--- src/rtl/w1_wmem_pkg.sv ---
// Shared weight-memory package: geometry, load counter width and the load FSM
// state encoding. The weight consumer imports this package as well.
package w1_wmem_pkg;

  localparam int WMEM_NBANK = 16;   // banks, one per read port
  localparam int WMEM_DEPTH = 16;   // entries per bank
  localparam int WMEM_DW    = 8;    // signed weight width
  localparam int WMEM_AW    = 4;    // entry address width
  localparam int WMEM_KW    = 8;    // load byte counter width
  localparam int WMEM_NBYTE = WMEM_NBANK * WMEM_DEPTH;

  typedef enum logic [1:0] {
    ST_IDLE = 2'd0,
    ST_LOAD = 2'd1,
    ST_DONE = 2'd2
  } wmem_state_t;

endpackage

--- src/rtl/w1_wmem_bank.sv ---
// One weight bank: DEPTH x DW storage, single write port and a single
// registered read port. Reads return the value held before a same-cycle write.
module w1_wmem_bank #(
  parameter int DEPTH = 16,
  parameter int DW    = 8,
  parameter int AW    = 4
) (
  input  logic                 clk,
  input  logic                 rst,
  input  logic                 we,
  input  logic [AW-1:0]        waddr,
  input  logic signed [DW-1:0] wdata,
  input  logic [AW-1:0]        raddr,
  output logic signed [DW-1:0] rdata
);

  logic signed [DW-1:0] mem [DEPTH];

  // Storage write; contents deliberately survive reset.
  always_ff @(posedge clk) begin
    if (we) mem[waddr] <= wdata;
  end

  // Registered read; only the output register is cleared by reset.
  always_ff @(posedge clk) begin
    if (rst) rdata <= '0;
    else     rdata <= mem[raddr];
  end

endmodule

--- src/rtl/w1_wmem.sv ---
// Weight memory: NBANK parallel banks with one registered read port each and
// a byte-serial loader that fills all banks address-major.
// Optional feature macro: WMEM_LOAD_CHECKSUM_EN adds the ld_csum output.
//
// Load handshake: ld_ready is high exactly while the loader is in LOAD. A byte
// on ld_data transfers on any rising edge where ld_valid && ld_ready and xrst
// is low; ld_valid may be dropped or raised freely, and a continuously high
// ld_valid moves one byte per cycle with no bubbles.
module w1_wmem
  import w1_wmem_pkg::*;
#(
  parameter int NBANK = WMEM_NBANK,
  parameter int DEPTH = WMEM_DEPTH,
  parameter int DW    = WMEM_DW
) (
  input  logic                   clk,
  input  logic                   xrst,
  input  logic [WMEM_AW-1:0]     w0_raddr,
  input  logic [WMEM_AW-1:0]     w1_raddr,
  input  logic [WMEM_AW-1:0]     w2_raddr,
  input  logic [WMEM_AW-1:0]     w3_raddr,
  input  logic [WMEM_AW-1:0]     w4_raddr,
  input  logic [WMEM_AW-1:0]     w5_raddr,
  input  logic [WMEM_AW-1:0]     w6_raddr,
  input  logic [WMEM_AW-1:0]     w7_raddr,
  input  logic [WMEM_AW-1:0]     w8_raddr,
  input  logic [WMEM_AW-1:0]     w9_raddr,
  input  logic [WMEM_AW-1:0]     w10_raddr,
  input  logic [WMEM_AW-1:0]     w11_raddr,
  input  logic [WMEM_AW-1:0]     w12_raddr,
  input  logic [WMEM_AW-1:0]     w13_raddr,
  input  logic [WMEM_AW-1:0]     w14_raddr,
  input  logic [WMEM_AW-1:0]     w15_raddr,
  output logic signed [DW-1:0]   w0_rdata,
  output logic signed [DW-1:0]   w1_rdata,
  output logic signed [DW-1:0]   w2_rdata,
  output logic signed [DW-1:0]   w3_rdata,
  output logic signed [DW-1:0]   w4_rdata,
  output logic signed [DW-1:0]   w5_rdata,
  output logic signed [DW-1:0]   w6_rdata,
  output logic signed [DW-1:0]   w7_rdata,
  output logic signed [DW-1:0]   w8_rdata,
  output logic signed [DW-1:0]   w9_rdata,
  output logic signed [DW-1:0]   w10_rdata,
  output logic signed [DW-1:0]   w11_rdata,
  output logic signed [DW-1:0]   w12_rdata,
  output logic signed [DW-1:0]   w13_rdata,
  output logic signed [DW-1:0]   w14_rdata,
  output logic signed [DW-1:0]   w15_rdata,
  input  logic                   ld_start,
  input  logic                   ld_valid,
  input  logic signed [DW-1:0]   ld_data,
  output logic                   ld_ready,
  output logic                   ld_done,
  output logic                   wmem_valid,
  output wmem_state_t            state
`ifdef WMEM_LOAD_CHECKSUM_EN
  ,
  output logic [15:0]            ld_csum
`endif
);

  logic [WMEM_AW-1:0]   raddr [NBANK];
  logic signed [DW-1:0] rdata [NBANK];
  logic [WMEM_KW-1:0]   k;
  logic                 xfer;

  // A transfer only counts when reset is not also asserted.
  assign xfer = ld_valid && ld_ready && !xrst;

  assign raddr[0]  = w0_raddr;
  assign raddr[1]  = w1_raddr;
  assign raddr[2]  = w2_raddr;
  assign raddr[3]  = w3_raddr;
  assign raddr[4]  = w4_raddr;
  assign raddr[5]  = w5_raddr;
  assign raddr[6]  = w6_raddr;
  assign raddr[7]  = w7_raddr;
  assign raddr[8]  = w8_raddr;
  assign raddr[9]  = w9_raddr;
  assign raddr[10] = w10_raddr;
  assign raddr[11] = w11_raddr;
  assign raddr[12] = w12_raddr;
  assign raddr[13] = w13_raddr;
  assign raddr[14] = w14_raddr;
  assign raddr[15] = w15_raddr;

  assign w0_rdata  = rdata[0];
  assign w1_rdata  = rdata[1];
  assign w2_rdata  = rdata[2];
  assign w3_rdata  = rdata[3];
  assign w4_rdata  = rdata[4];
  assign w5_rdata  = rdata[5];
  assign w6_rdata  = rdata[6];
  assign w7_rdata  = rdata[7];
  assign w8_rdata  = rdata[8];
  assign w9_rdata  = rdata[9];
  assign w10_rdata = rdata[10];
  assign w11_rdata = rdata[11];
  assign w12_rdata = rdata[12];
  assign w13_rdata = rdata[13];
  assign w14_rdata = rdata[14];
  assign w15_rdata = rdata[15];

  // Byte k lands in bank k[3:0], entry k[7:4]: 16 consecutive bytes fill one
  // address across every bank.
  for (genvar b = 0; b < NBANK; b++) begin : g_bank
    localparam logic [3:0] BIDX = 4'(b);
    w1_wmem_bank #(
      .DEPTH (DEPTH),
      .DW    (DW),
      .AW    (WMEM_AW)
    ) u_bank (
      .clk   (clk),
      .rst   (xrst),
      .we    (xfer && (k[3:0] == BIDX)),
      .waddr (k[7:4]),
      .wdata (ld_data),
      .raddr (raddr[b]),
      .rdata (rdata[b])
    );
  end

  // Loader FSM with registered handshake and status outputs.
  always_ff @(posedge clk) begin
    if (xrst) begin
      state      <= ST_IDLE;
      k          <= '0;
      ld_ready   <= 1'b0;
      ld_done    <= 1'b0;
      wmem_valid <= 1'b0;
    end else begin
      ld_done <= 1'b0;
      case (state)
        ST_IDLE: begin
          if (ld_start) begin
            state      <= ST_LOAD;
            k          <= '0;
            ld_ready   <= 1'b1;
            wmem_valid <= 1'b0;
          end
        end
        ST_LOAD: begin
          if (xfer) begin
            k <= k + 8'd1;
            if (k == 8'hFF) begin
              state      <= ST_DONE;
              ld_ready   <= 1'b0;
              ld_done    <= 1'b1;
              wmem_valid <= 1'b1;
            end
          end
        end
        ST_DONE: begin
          state <= ST_IDLE;
        end
        default: begin
          state    <= ST_IDLE;
          ld_ready <= 1'b0;
        end
      endcase
    end
  end

`ifdef WMEM_LOAD_CHECKSUM_EN
  // Running modulo-2^16 sum of sign-extended accepted bytes; frozen once the
  // last byte is in because no further transfers are possible until restart.
  always_ff @(posedge clk) begin
    if (xrst)                              ld_csum <= '0;
    else if (state == ST_IDLE && ld_start) ld_csum <= '0;
    else if (xfer)                         ld_csum <= ld_csum + 16'(ld_data);
  end
`endif

endmodule

--- config.mk ---
export PLATFORM = sky130hd
export DESIGN_NAME = w1_wmem
export DESIGN_NICKNAME = d
export VERILOG_FILES = /design/src/rtl/w1_wmem_pkg.sv /design/src/rtl/w1_wmem_bank.sv /design/src/rtl/w1_wmem.sv
export SDC_FILE = /design/constraint.sdc
export NUM_CORES = 2
export LEC_CHECK = 0
export BUFFER_PORTS_ARGS = -buffer_cell sky130_fd_sc_hd__buf_4
export CORE_MARGIN = 4
export CORE_UTILIZATION = 55
export CTS_BUF_LIST = sky130_fd_sc_hd__clkbuf_8 sky130_fd_sc_hd__clkbuf_16
export CTS_CLUSTER_DIAMETER = 80
export CTS_CLUSTER_SIZE = 16
export DETAILED_ROUTE_END_ITERATION = 7
export GPL_ROUTABILITY_DRIVEN = 0
export HOLD_SLACK_MARGIN = 0.05
export PLACE_DENSITY = 0.74
export SYNTH_ARGS = -nofsm -noshare
export SYNTH_HDL_FRONTEND = slang
export SYNTH_SLANG_ARGS = --single-unit
--- constraint.sdc ---
create_clock -name clk -period 2.2 [get_ports clk]
set_input_delay 0.66 -clock clk [delete_from_list [all_inputs] [get_ports clk]]
set_output_delay 0.66 -clock clk [all_outputs]
set_load 0.02 [all_outputs]
# Word-level counts from Yosys, hierarchy flattened
# Memories as Yosys holds them, arrays and structs flattened. A register that Yosys moved wholly into a read port is not among the register bits.
# Cells that the tools add are included.
# classes
n_mux	48
eq_ne	21
reduce_logical	27
add_sub_neg	1
bitwise_logic	3
# ops
cell	n
two-way mux 1 bit	39
== test 4 bit (second input constant)	8
logical AND 1 bit	18
== test 4 x 3 -> 1 bit (second input constant)	4
two-way mux 8 bit	2
case mux 8 bit (2 select lines)	1
adder 8 x 1 -> 8 bit (second input constant)	1
== test 4 x 2 -> 1 bit (second input constant)	2
== test 8 bit (second input constant)	1
AND reduction 4 bit	2
two-way mux 2 bit	3
inequality test 2 bit (second input constant)	3
AND reduction 3 bit	2
== test 4 x 1 -> 1 bit (second input constant)	1
zero test 4 bit	1
case mux 2 bit (2 select lines)	1
inverter 1 bit	3
case mux 1 bit (3 select lines)	1
OR reduction 3 bit	1
== test 2 x 1 -> 1 bit (second input constant)	1
== test 2 bit (second input constant)	1
zero test 2 bit	1
case mux 1 bit (2 select lines)	1
nonzero test 2 bit	1
zero test 1 bit	1
# word_totals
n_memories	16
regBits	13
inputBits	76
ram_bits	2048
wordCells	121
output_inout_bits	133
# mem_list
memory	words	word_bits	rd	rd_clocked_by_memory_dff	write_ports	line_no	rtl
g_bank[0].u_bank.mem	16	8	1	1	1	w1_wmem_bank.sv:17	logic signed [DW-1:0] mem [DEPTH];
g_bank[10].u_bank.mem	16	8	1	1	1	w1_wmem_bank.sv:17	
g_bank[11].u_bank.mem	16	8	1	1	1	w1_wmem_bank.sv:17	
g_bank[12].u_bank.mem	16	8	1	1	1	w1_wmem_bank.sv:17	
g_bank[13].u_bank.mem	16	8	1	1	1	w1_wmem_bank.sv:17	
g_bank[14].u_bank.mem	16	8	1	1	1	w1_wmem_bank.sv:17	
+10 memories	--	--	--	--	--	--	

# Depth between registers and ports, before layout
# logic_depth
word_depth	5
mapped_depth	7
depth_no_buf	5

# Modules after synthesis
# A second synthesis with hierarchy kept.
# hier_totals
cells_unflattened	4257
hier_area_um2	85474.5
# by_module_without_submodules
module	cells_each	instances	area_each_um2
w1_wmem_bank	259	16	5282.6
w1_wmem	113	1	953.4

# Worst setup path after synthesis
# OpenSTA, ideal clock, no wires.
# synth_timing
path_kind	input-to-reg
start	input port xrst
end	memory g_bank[4].u_bank.mem[15][0], enable pin
slack_ns	-0.081
t_arrival_ns	1.911
path_buffers	3
stages	6
cell_sequence	and3b_1 > buf_2 > buf_4 > nand3_1 > buf_2 > nor2_1
# synth_via
elab_chain_cells	5
# synth_rtl
item	line_no	rtl
start, declared	w1_wmem.sv:17	input logic xrst,
zero test 1 bit	w1_wmem.sv:69	assign xfer = ld_valid && ld_ready && !xrst;
logical AND 1 bit	w1_wmem.sv:69	
logical AND 1 bit	w1_wmem.sv:116	.we (xfer && (k[3:0] == BIDX)),
two-way mux 1 bit	w1_wmem_bank.sv:21	if (we) mem[waddr] <= wdata;
two-way mux 1 bit (implied by the code)	w1_wmem_bank.sv:21	
end, declared	w1_wmem_bank.sv:17	
# Every way passes these cells.

# Worst setup path in the final report
# layout_timing
start	register state[1]
end	output port state[1]
# layout_lines
item	line_no	rtl
start, declared	w1_wmem.sv:56	output wmem_state_t state
start signal, assigned	w1_wmem.sv:127	state <= ST_IDLE;
start signal, assigned	w1_wmem.sv:137	state <= ST_LOAD;
start signal, assigned	w1_wmem.sv:147	state <= ST_DONE;
# No word-level cell between the ends.

==> results.ini <==
[run_status]
status=finished, final reports clean

[power]
swShare=0.2111
internal_power_mw=60.77
p_switching_mw=16.26
p_leak_nw=34.32
p_comb_frac=0.057
ir_drop_mv=0.5091
seq_power_share=0.594
power_density_nw_per_um2=797.2
clock_power_share=0.349

[setup_path]
path_buf_inv=1
end_kind=primary output
reg2reg_slack_ns=0.09
crit_arrival_ns=1.48
crit_type=reg -> out
critPathLaunchType=flop
path_delay_family=flip-flops
cp_max_fo=9
crit_slowest_cell=dfxtp_2
cp_slowest_stage_delay_ns=0.50
critPathRequiredTime_ns=1.54
path_cells=buf_4

[grt]
grtUsageTotal=0.2424
grt_antenna_before_repair=5
grt_pass1_wl_um=286500
grt_pass1_vias=44800
grt_max_degree=92
grt_overflow_total=0

[timing]
post-route-period-util=0.9743
setup_violations=0
min_period_ns=2.144
hold_violations=0
rsz0062_at_grt=no
final_max_slew_viol_count=0
fmax_mhz=466.5
max-slew-margin-rel=0.1389
max_slew.worst_pin.slew_ns=1.289
finClkSkew_ns=0.02061
whs_ns=0.1509
final.setup.tns_ns=0

[clocking]
cts.sinks=2189
clock-root-buffer=clkbuf_16
clk_latency_ns=0.80
numCtsBuffers=156
ctsLongestPathBuffers=3
htreeDepth=4
cts_tree=done
cts_hold_buf=0
clk_pin_slew_ns=0.07

[finish]
post-route-cell-area_um2=96630
syn2layout_area_growth_pct=15.21
multi_input_area_um2=18070
drive_gt1_frac=0.2092
fin_cells=7517
finalNetCount=5443
seq_area_um2=64320
fillers=10340

[placed_design]
portBuffers=208
dp.cells=7235
dp_hpwl_um=123400
place_area_um2=92030

[die]
placementRows=143
dieArea_um2=158800
start_util=0.5528
core_um2=151700
ios=209
die_h_um=398.5
die_w_um=398.5

[routing]
drt_first_pass_iters=6
dr.first_iter.drc_count=5354
postRouteAntennaNets=0
post-route-drc-count=0
vias_per_cell=5.981
post_drt_wl_per_cell_um=25.57
wirelength_um=192200
vias=44960

[logic_synthesis]
synth_cells=4646
yosysSeqAreaShare=0.7669
synth_largest_area_cell=edfxtp_1
synthTopCellsByArea=edfxtp_1 (73%), mux2i_1 (9.3%), dfxtp_1 (3.4%), mux4_2 (3.1%), a22oi_1 (3.1%)
synth_edf_count=2048
ys_types=51
synthFlopType=edfxtp_1
synth_top_cell_area_share=0.7333
syn_nets=4726
yosysWarnings=0
netlist_area_um2=83870
ys_ff_latch=2189
syn_avg_cell_area_um2=18.05
async_flop_share=0

[hold_path]
hp-class=in -> reg

[job]
max-cap-violations=0

-- power groups by stage --
stage | sequential (mW) | combinational, mW | clock [mW]
floorplan | 46.9 | 2.02 | 0
detailed placement | 46.7 | 4.40 | 0
global route | 45.7 | 4.70 | 29.0
finish | 45.8 | 4.42 | 26.9
global placement | 46.7 | 4.32 | 0
CTS | 45.8 | 4.42 | 27.3
-- metrics by stage --
stage,util,power (mW),setup slack (ns)
after floorplan,-,48.93,-0.08135
after global placement,0.6065,51.02,-0.3657
after detailed placement,0.6065,51.09,-0.3161
after CTS,0.6368,77.44,0.01822
after global routing,0.6368,79.45,0.0007248
final,0.6369,77.04,0.05649
-- kinds of logic (layout without fill, tap and decap cells) --
logic type | count (synthesis) | in the layout | synth area share
mux | 909 | 909 | 0.1266
fa+ha+maj | 4 | 4 | 0.0005968
other cells | 0 | 4 | 0
flops | 2189 | 2189 | 0.7669
buf+inv | 252 | 1089 | 0.01887
simple gates | 724 | 724 | 0.03953
compound gates | 568 | 568 | 0.04743
-- worst paths after layout --
| check | startpoint | end | cells after the start |
|---|---|---|---|
| worst min-delay path | w2_raddr[3] | g_bank[2].u_bank.rdata[3] | 2 |
| worst max register to register | k[4] | g_bank[9].u_bank.mem[7][6] | 5 |
| worst max-delay path | state[1] | state[1] | 1 |
| worst min register to register | k[3] | k[3] | 2 |
-- layer usage --
metal | part of all wire | wire length, um | track usage | vias up
met1 | 0.41 | 79310 | 0.3522 | 22750
met5 | 0.00018 | 34 | 0 | -
met3 | 0.081 | 15580 | 0.03777 | 350
li1 | - | - | - | 19800
met2 | 0.48 | 91440 | 0.3826 | 2053
met4 | 0.030 | 5855 | 0.07609 | 4
-- cells in the mapped netlist, drive strengths merged, types with 18 or more instances --
master / n
a22oi: 346
buf: 176
clkbuf: 68
dfxtp: 141
edfxtp: 2048
mux2i: 782
mux4: 120
nand2: 125
nand2b: 74
nand3: 131
nor2: 298
nor2b: 63
o21ai: 121
o31ai: 18
-- state kept, by name, summed over array words and instances (netlist names) --
name                 count
state                    2
ld_done                  1
ld_ready                 1
g_bank.u_bank.mem     2048
g_bank.u_bank.rdata    128
wmem_valid               1
k                        8
-- cell type report --
class | instances | share of cell area
diodes | 4 | 0.0001036
clock buffers | 163 | 0.04210
clock inverters | 115 | 0.005387
inverters | 8 | 0.0003108
multi-input cells | 2205 | 0.1870
flip-flops and latches | 2189 | 0.6657
well taps | 2030 | 0.02629
repair buffers | 803 | 0.07311
-- cells in the final DEF (no fill, tap or decap), types with 4 or more instances in the layout --
cell type	count
a211oi_1	11
a21oi_1	10
a221oi_1	15
a22o_1	14
a22oi_1	346
and2_1	14
buf_12	78
buf_4	717
buf_8	8
clkbuf_16	162
dfxtp_1	140
diode_2	4
edfxtp_1	2048
ha_1	4
inv_1	111
inv_6	7
mux2_2	7
mux2i_1	782
mux4_2	117
nand2_1	116
nand2_2	9
nand2b_1	74
nand3_1	125
nand3_2	6
nand4_1	4
nor2_1	276
nor2_2	22
nor2b_1	63
o211ai_1	11
o21ai_0	116
o21ai_1	5
o22ai_1	6
o31ai_1	18
or2_2	4
-- timing repair --
item,4_1_cts,5_1_grt
setup buffers,0,0
endpoints found under the setup margin,1,0
gates resized for setup,1,0
hold endpoints to repair,0,0
Note: power is estimated with default switching activity, not from simulation.
